$ cat src/rtl/hazard_pkg.sv
// Shared types and encodings for the pipeline hazard/forwarding controller.
// Holds the shadow-stage record and the forwarding-select helper.
package hazard_pkg;

  localparam int HZ_RA_W = 3;

  localparam logic [1:0] FWD_REG = 2'b00;
  localparam logic [1:0] FWD_IMM = 2'b01;
  localparam logic [1:0] FWD_MEM = 2'b10;
  localparam logic [1:0] FWD_WB  = 2'b11;

  localparam logic [1:0] WB_LOAD = 2'b10;

  // Only the fields hazard logic needs; the datapath carries the real data.
  typedef struct packed {
    logic [HZ_RA_W-1:0] src_a;
    logic [HZ_RA_W-1:0] src_b;
    logic               u_a;
    logic               u_b;
    logic               imm;
    logic               store;
    logic [HZ_RA_W-1:0] dst;
    logic               wr;
    logic               load;
  } shadow_t;

  localparam int SHADOW_W = $bits(shadow_t);

  // A load still in EX_MEM has no data yet, so only WB can supply it.
  function automatic logic [1:0] fwd_sel(input shadow_t ex_mem,
                                         input shadow_t mem_wb,
                                         input logic [HZ_RA_W-1:0] src,
                                         input logic used);
    logic [1:0] sel;
    sel = FWD_REG;
    if (used && ex_mem.wr && !ex_mem.load && (ex_mem.dst == src)) begin
      sel = FWD_MEM;
    end else if (used && mem_wb.wr && (mem_wb.dst == src)) begin
      sel = FWD_WB;
    end
    return sel;
  endfunction

endpackage

$ cat src/rtl/hazard_stage_reg.sv
// One shadow pipeline stage: captures the upstream record each cycle,
// or an all-zero bubble when asked.
module hazard_stage_reg
  import hazard_pkg::*;
(
  input  logic                clk,
  input  logic                reset,
  input  logic                bubble,
  input  logic [SHADOW_W-1:0] stage_in,
  output logic [SHADOW_W-1:0] stage_out
);

  logic [SHADOW_W-1:0] stage_d;
  logic [SHADOW_W-1:0] stage_q;

  always_comb begin
    stage_d = bubble ? '0 : stage_in;
  end

  // NOTE: sequential state uses non-blocking assignments so every stage
  // samples the value its neighbour held before the edge.
  always_ff @(posedge clk or posedge reset) begin
    if (reset) begin
      stage_q <= '0;
    end else begin
      stage_q <= stage_d;
    end
  end

  assign stage_out = stage_q;

endmodule

$ cat src/rtl/hazard_forward_unit.sv
// Hazard detection and forwarding control for the 4-stage 8-bit datapath:
// shadows ID_EX/EX_MEM/MEM_WB, drives forward selects, stall, flush, counters.
module hazard_forward_unit
  import hazard_pkg::*;
#(
  parameter int RA_W   = 3,
  parameter int INST_W = 19,
  parameter int CNT_W  = 16
) (
  input  logic              clk,
  input  logic              reset,
  input  logic [INST_W-1:0] IF_ID_instruction,
  input  logic              reg_write,
  input  logic [1:0]        reg_write_mux,
  input  logic              mem_write,
  input  logic              alu_B_mux,
  input  logic              reg_B_mux,
  input  logic              uses_A,
  input  logic              uses_B,
  input  logic [1:0]        pc_mux,
  output logic [1:0]        forward_A,
  output logic [1:0]        forward_B,
  output logic              forward_mem_MEM,
  output logic              stall,
  output logic              flush,
  output logic [1:0]        pc_mux_eff,
  output logic [CNT_W-1:0]  stall_count,
  output logic [CNT_W-1:0]  flush_count
);

  logic [RA_W-1:0] id_src_a;
  logic [RA_W-1:0] id_src_b;
  logic [RA_W-1:0] id_dst;
  logic            id_load;
  logic            store_data_only;
  logic            hit_a;
  logic            hit_b;

  shadow_t id_rec;
  shadow_t id_ex;
  shadow_t ex_mem;
  shadow_t mem_wb;

  logic [CNT_W-1:0] stall_count_d;
  logic [CNT_W-1:0] stall_count_q;
  logic [CNT_W-1:0] flush_count_d;
  logic [CNT_W-1:0] flush_count_q;

  logic unused_bits;

  // ---------------------------------------------------------------- decode
  always_comb begin
    id_src_a = IF_ID_instruction[10:8];
    id_src_b = reg_B_mux ? IF_ID_instruction[13:11] : IF_ID_instruction[7:5];
    id_dst   = IF_ID_instruction[13:11];
    id_load  = reg_write && (reg_write_mux == WB_LOAD);

    id_rec       = '0;
    id_rec.src_a = id_src_a;
    id_rec.src_b = id_src_b;
    id_rec.u_a   = uses_A;
    id_rec.u_b   = uses_B;
    id_rec.imm   = alu_B_mux;
    id_rec.store = mem_write;
    id_rec.dst   = id_dst;
    id_rec.wr    = reg_write;
    id_rec.load  = id_load;
  end

  // ------------------------------------------------------- shadow pipeline
  hazard_stage_reg u_id_ex (
    .clk       (clk),
    .reset     (reset),
    .bubble    (stall),
    .stage_in  (id_rec),
    .stage_out (id_ex)
  );

  hazard_stage_reg u_ex_mem (
    .clk       (clk),
    .reset     (reset),
    .bubble    (1'b0),
    .stage_in  (id_ex),
    .stage_out (ex_mem)
  );

  hazard_stage_reg u_mem_wb (
    .clk       (clk),
    .reset     (reset),
    .bubble    (1'b0),
    .stage_in  (ex_mem),
    .stage_out (mem_wb)
  );

  // ------------------------------------------------------------ forwarding
  always_comb begin
    forward_A = fwd_sel(ex_mem, mem_wb, id_ex.src_a, id_ex.u_a);
    forward_B = id_ex.imm ? FWD_IMM
                          : fwd_sel(ex_mem, mem_wb, id_ex.src_b, id_ex.u_b);
    forward_mem_MEM = ex_mem.store && mem_wb.load && (mem_wb.dst == ex_mem.src_b);
  end

  // --------------------------------------------------------------- hazards
  // A store whose B register is only its data can take a just-loaded value
  // through the MEM-stage store-data forward instead of stalling.
  always_comb begin
    store_data_only = mem_write && alu_B_mux;
    hit_a = uses_A && (id_ex.dst == id_src_a);
    hit_b = uses_B && (id_ex.dst == id_src_b) && !store_data_only;
    stall = id_ex.load && (hit_a || hit_b);
    flush = (pc_mux != 2'b00) && !stall;
    pc_mux_eff = stall ? 2'b00 : pc_mux;
  end

  // -------------------------------------------------------------- counters
  always_comb begin
    stall_count_d = stall_count_q;
    flush_count_d = flush_count_q;
    if (stall && (stall_count_q != {CNT_W{1'b1}})) begin
      stall_count_d = stall_count_q + CNT_W'(1);
    end
    if (flush && (flush_count_q != {CNT_W{1'b1}})) begin
      flush_count_d = flush_count_q + CNT_W'(1);
    end
  end

  always_ff @(posedge clk or posedge reset) begin
    if (reset) begin
      stall_count_q <= '0;
      flush_count_q <= '0;
    end else begin
      stall_count_q <= stall_count_d;
      flush_count_q <= flush_count_d;
    end
  end

  assign stall_count = stall_count_q;
  assign flush_count = flush_count_q;

  // Fields the hazard logic never inspects in the later stages.
  assign unused_bits = ^{IF_ID_instruction[INST_W-1:14], IF_ID_instruction[4:0],
                         ex_mem, mem_wb};

endmodule

$ cat config.mk
export PLATFORM = sky130hd
export DESIGN_NAME = hazard_forward_unit
export DESIGN_NICKNAME = d
export VERILOG_FILES = /design/src/rtl/hazard_pkg.sv /design/src/rtl/hazard_stage_reg.sv /design/src/rtl/hazard_forward_unit.sv
export SDC_FILE = /design/constraint.sdc
export NUM_CORES = 1
export LEC_CHECK = 0
export CAP_MARGIN = 10
export CORE_AREA = 2 2 88 73
export CTS_BUF_LIST = sky130_fd_sc_hd__clkbuf_8 sky130_fd_sc_hd__clkbuf_16
export CTS_CLUSTER_SIZE = 40
export DETAILED_ROUTE_END_ITERATION = 8
export DIE_AREA = 0 0 90 75
export HOLD_SLACK_MARGIN = 0.03
export PLACE_DENSITY = 0.87
export SETUP_SLACK_MARGIN = 0.4
export SLEW_MARGIN = 10
export SYNTH_ARGS = -nofsm -noshare
export SYNTH_HDL_FRONTEND = slang
export SYNTH_SLANG_ARGS = --single-unit
export TNS_END_PERCENT = 30
$ cat constraint.sdc
create_clock -name clk -period 5.55 [get_ports clk]
set_input_delay 0.555 -clock clk [delete_from_list [all_inputs] [get_ports clk]]
set_output_delay 0.555 -clock clk [all_outputs]
set_load 0.01 [all_outputs]
==> impl_metrics.csv <==
group,metric,value,unit
worst_setup_path,path_class,"in2out",
logic_synthesis,synth_top_area_share,53.65,%
worst_setup_path,critical_path_buf_inv_count,3,
logic_synthesis,yosys-top-cells-count,"dfrtp_1, xor2_1, nand2_1, xnor2_1, nor2_1",
clocking,clock_path_buffers,2,
route,via_count,2115,
die,num_io_pins,72,
clocking,cts-root-buf,"clkbuf_8",
final_layout,nFillCells,473,
logic_synthesis,synth_seq_cells,61,
clocking,numCtsBuffers,9,
final_layout,area_delta_synth_final,32.72,%
worst_setup_path,crit_top_cell,"clkdlybuf4s50_1",
logic_synthesis,synth_cell_types,38,
sta,fin_crit_sh,65.08,%
min_path,hold_path_end,"u_ex_mem.stage_out[1]",
clocking,clk_latency,0.33,ns
die,die_w,90,microns
placed_design,place_congestion,0.8455,
worst_setup_path,crit_required,4.99,ns
clocking,cts.htree.levels,3,
worst_setup_path,worstSetupStartpointType,"input port",
clocking,hold_buffers,0,
sta,clock-skew-final,0.008287,ns
sta,tightestPinTransition,0.7706,ns
clocking,cts.sinks,61,
worst_setup_path,reg2regPathDepth,6,
power,design_power_total,1.260,mW
clocking,clkSlewWorstSetupHoldPaths,0.07,ns
die,coreArea,5818,sq um
min_path,min_path_type,"reg2reg",
placed_design,numPortBuffers,61,
route,wl,6101,microns
logic_synthesis,ys_seq_area_share,53.65,%
worst_setup_path,r2r_end,"stall_count[1]",
die,die_area,6750,sq um
route,drt-initial-drc-count,85,
logic_synthesis,syn_nets,284,
worst_setup_path,path_max_fanout,15,
sta,timing.setup.tns,0,ns
logic_synthesis,async_reset_ff_share,100.0,%
placed_design,place_hpwl,4233,microns
worst_setup_path,slowest_delay,0.64,ns
min_path,worst_hold_startpoint,"u_id_ex.stage_out[1]",
global_route,grt_pass1_wl,10290,microns
sta,rsz0062_at_grt,"false",
global_route,grt_pass1_vias,2106,
global_route,grt_max_degree,62,
sta,hold_viol,0,
sta,max_slew_margin,48.63,%
global_route,gr-total-overflow,0,
sta,fin_crit,3.612,ns
worst_setup_path,crit_chain,"clkdlybuf4s50_1 > mux2i_1 > xnor2_1 > o41a_1 > inv_1 > clkdlybuf4s50_1",
clocking,post_cts_buffers,0,
logic_synthesis,yosys_warnings,0,
sta,setup_viol_count_final,0,
route,drtPass1Iterations,4,
worst_setup_path,crit_path_end_kind,"output port",
route,drtAntennaViolNets,0,
run,maxCapViolCount,0,
worst_setup_path,r2r-start,"u_id_ex.stage_out[4]",
sta,drv_slew,0,
worst_setup_path,r2r_slack,3.26,ns
final_layout,final_util,64.90,%
final_layout,fin_nets,352,
die,die_h,75,microns
min_path,min_path_cells,0,
die,start_util,48.90,%
logic_synthesis,synth_flop_cell,"dfrtp_1",
logic_synthesis,syn_area,2845,sq um
sta,fmax,276.8,MHz
logic_synthesis,syn_avg_cell_area,11.34,sq um
logic_synthesis,synth_edf_count,0,
final_layout,num_antenna_cells,0,
clocking,cts_resized,0,
worst_setup_path,cp_slowest_cell,"clkdlybuf4s50_1",
route,drc_errors,0,
logic_synthesis,syn-instance-count,251,
power,powerDensity,333.8,nW/um^2
power,peakVddDrop,0.2631,mV
final_layout,fin_area,3776,sq um
placed_design,place_area,3530,sq um
outcome,status,"finished, final reports clean",
logic_synthesis,yosys.area.top_type,"dfrtp_1",
logic_synthesis,ys_top_cells_by_area,"dfrtp_1, xor2_1, xnor2_1, and2_1, nand4_1",
placed_design,place_ws,1.921,ns
global_route,antenna_found_initial,0,
final_layout,drive_above_1_share,10.53,%
worst_setup_path,cp_num_cells,6,
clocking,tritoncts,"done",
sta,fin_ws,1.938,ns
route,avgViaCountPerCell,5.235,
worst_setup_path,crit_family,"buffers and inverters",
power,p_leak,1.597,nW
die,row_count,25,
global_route,grt_use_total,19.92,%
worst_setup_path,worstPathArrival,3.06,ns
route,routedWlPerCell,15.10,microns
logic_synthesis,synthMostInstantiatedCell,"dfrtp_1",
metal layers:
layer | track usage [%] | part of all wire, % | wire length [microns]
met5 | 0 | 0 | 0
met4 | 5.641 | 0.56 | 34
met1 | 26.78 | 47 | 2861
met2 | 30.83 | 48 | 2934
met3 | 7.608 | 4.4 | 270
worst reg2reg max path: cells and delay by family, from the launching register on:
family / cells / cell delay, ns
xor+xnor: 1 / 0.16
buf+inv: 1 / 0.26
mux: 1 / 0.36
flops: 1 / 0.42
compound gates: 1 / 0.16
simple gates: 2 / 0.83
how the worst max path moves through the flow:
stage | from | endpoint
global route | reg_B_mux | stall
finish | reg_B_mux | stall
global placement | reg_B_mux | stall
CTS | reg_B_mux | stall
floorplan | IF_ID_instruction[10] | pc_mux_eff[0]
detailed placement | reg_B_mux | stall
final cells by class:
class                      count  area, sq um  area share (%)
timing repair buffer          63        625.6           16.57
multi-input combinational    181         1265           33.50
sequential                    61         1526           40.42
clock buffer                  11        151.4           4.009
inverter                       3        11.26          0.2982
tap                           81        101.3           2.684
clock inverter                 4        95.09           2.518
logic make-up (layout without fill, tap and decap cells):
group	after synthesis	count (layout)	synth area share (%)
and+or+nand+nor	111	111	23.00
DFF	61	61	53.65
xor gates and xnor gates	43	43	13.24
AOI/OAI and AO/OA	16	16	3.914
muxes	9	9	3.430
buffers and inverters	9	81	1.891
adders and majority gates	2	2	0.8794
metrics by stage:
stage / hold slack [ns] / cells
after CTS: 0.3481 / 404
after detailed placement: 0.3347 / 389
after floorplan: 0.3312 / 251
after global routing: 0.3549 / 404
final: 0.3477 / 404
after global placement: 0.3312 / 389
flip-flops by register name (all words and copies together), names as in the netlist:
name,flops
flush_count,16
stall_count,16
u_ex_mem.stage_out,9
u_id_ex.stage_out,15
u_mem_wb.stage_out,5
power breakdown:
group,internal (mW),switching (mW),total [mW]
registers,0.492,0.0590,0.551
clock network,0.320,0.166,0.486
logic,0.128,0.0960,0.223
total,0.939,0.321,1.26
cell usage in the layout, fill, tap and decap left out, types with 3 or more instances in the layout:
cell type and instances:
xnor2_1 17, xor2_1 26, nor2_1 15, nand2_1 17
and3_1 4, dfrtp_1 61, nor3_2 3, nand4_1 14
and2_1 14, nand3_1 14, mux2i_1 3, a31oi_1 3
o21ai_0 3, bufinv_16 3, mux2_2 5, a21oi_1 5
clkdlybuf4s50_1 61, nor3_1 12, clkbuf_8 11, and4_1 3
Note: power is estimated with default switching activity, not from simulation.
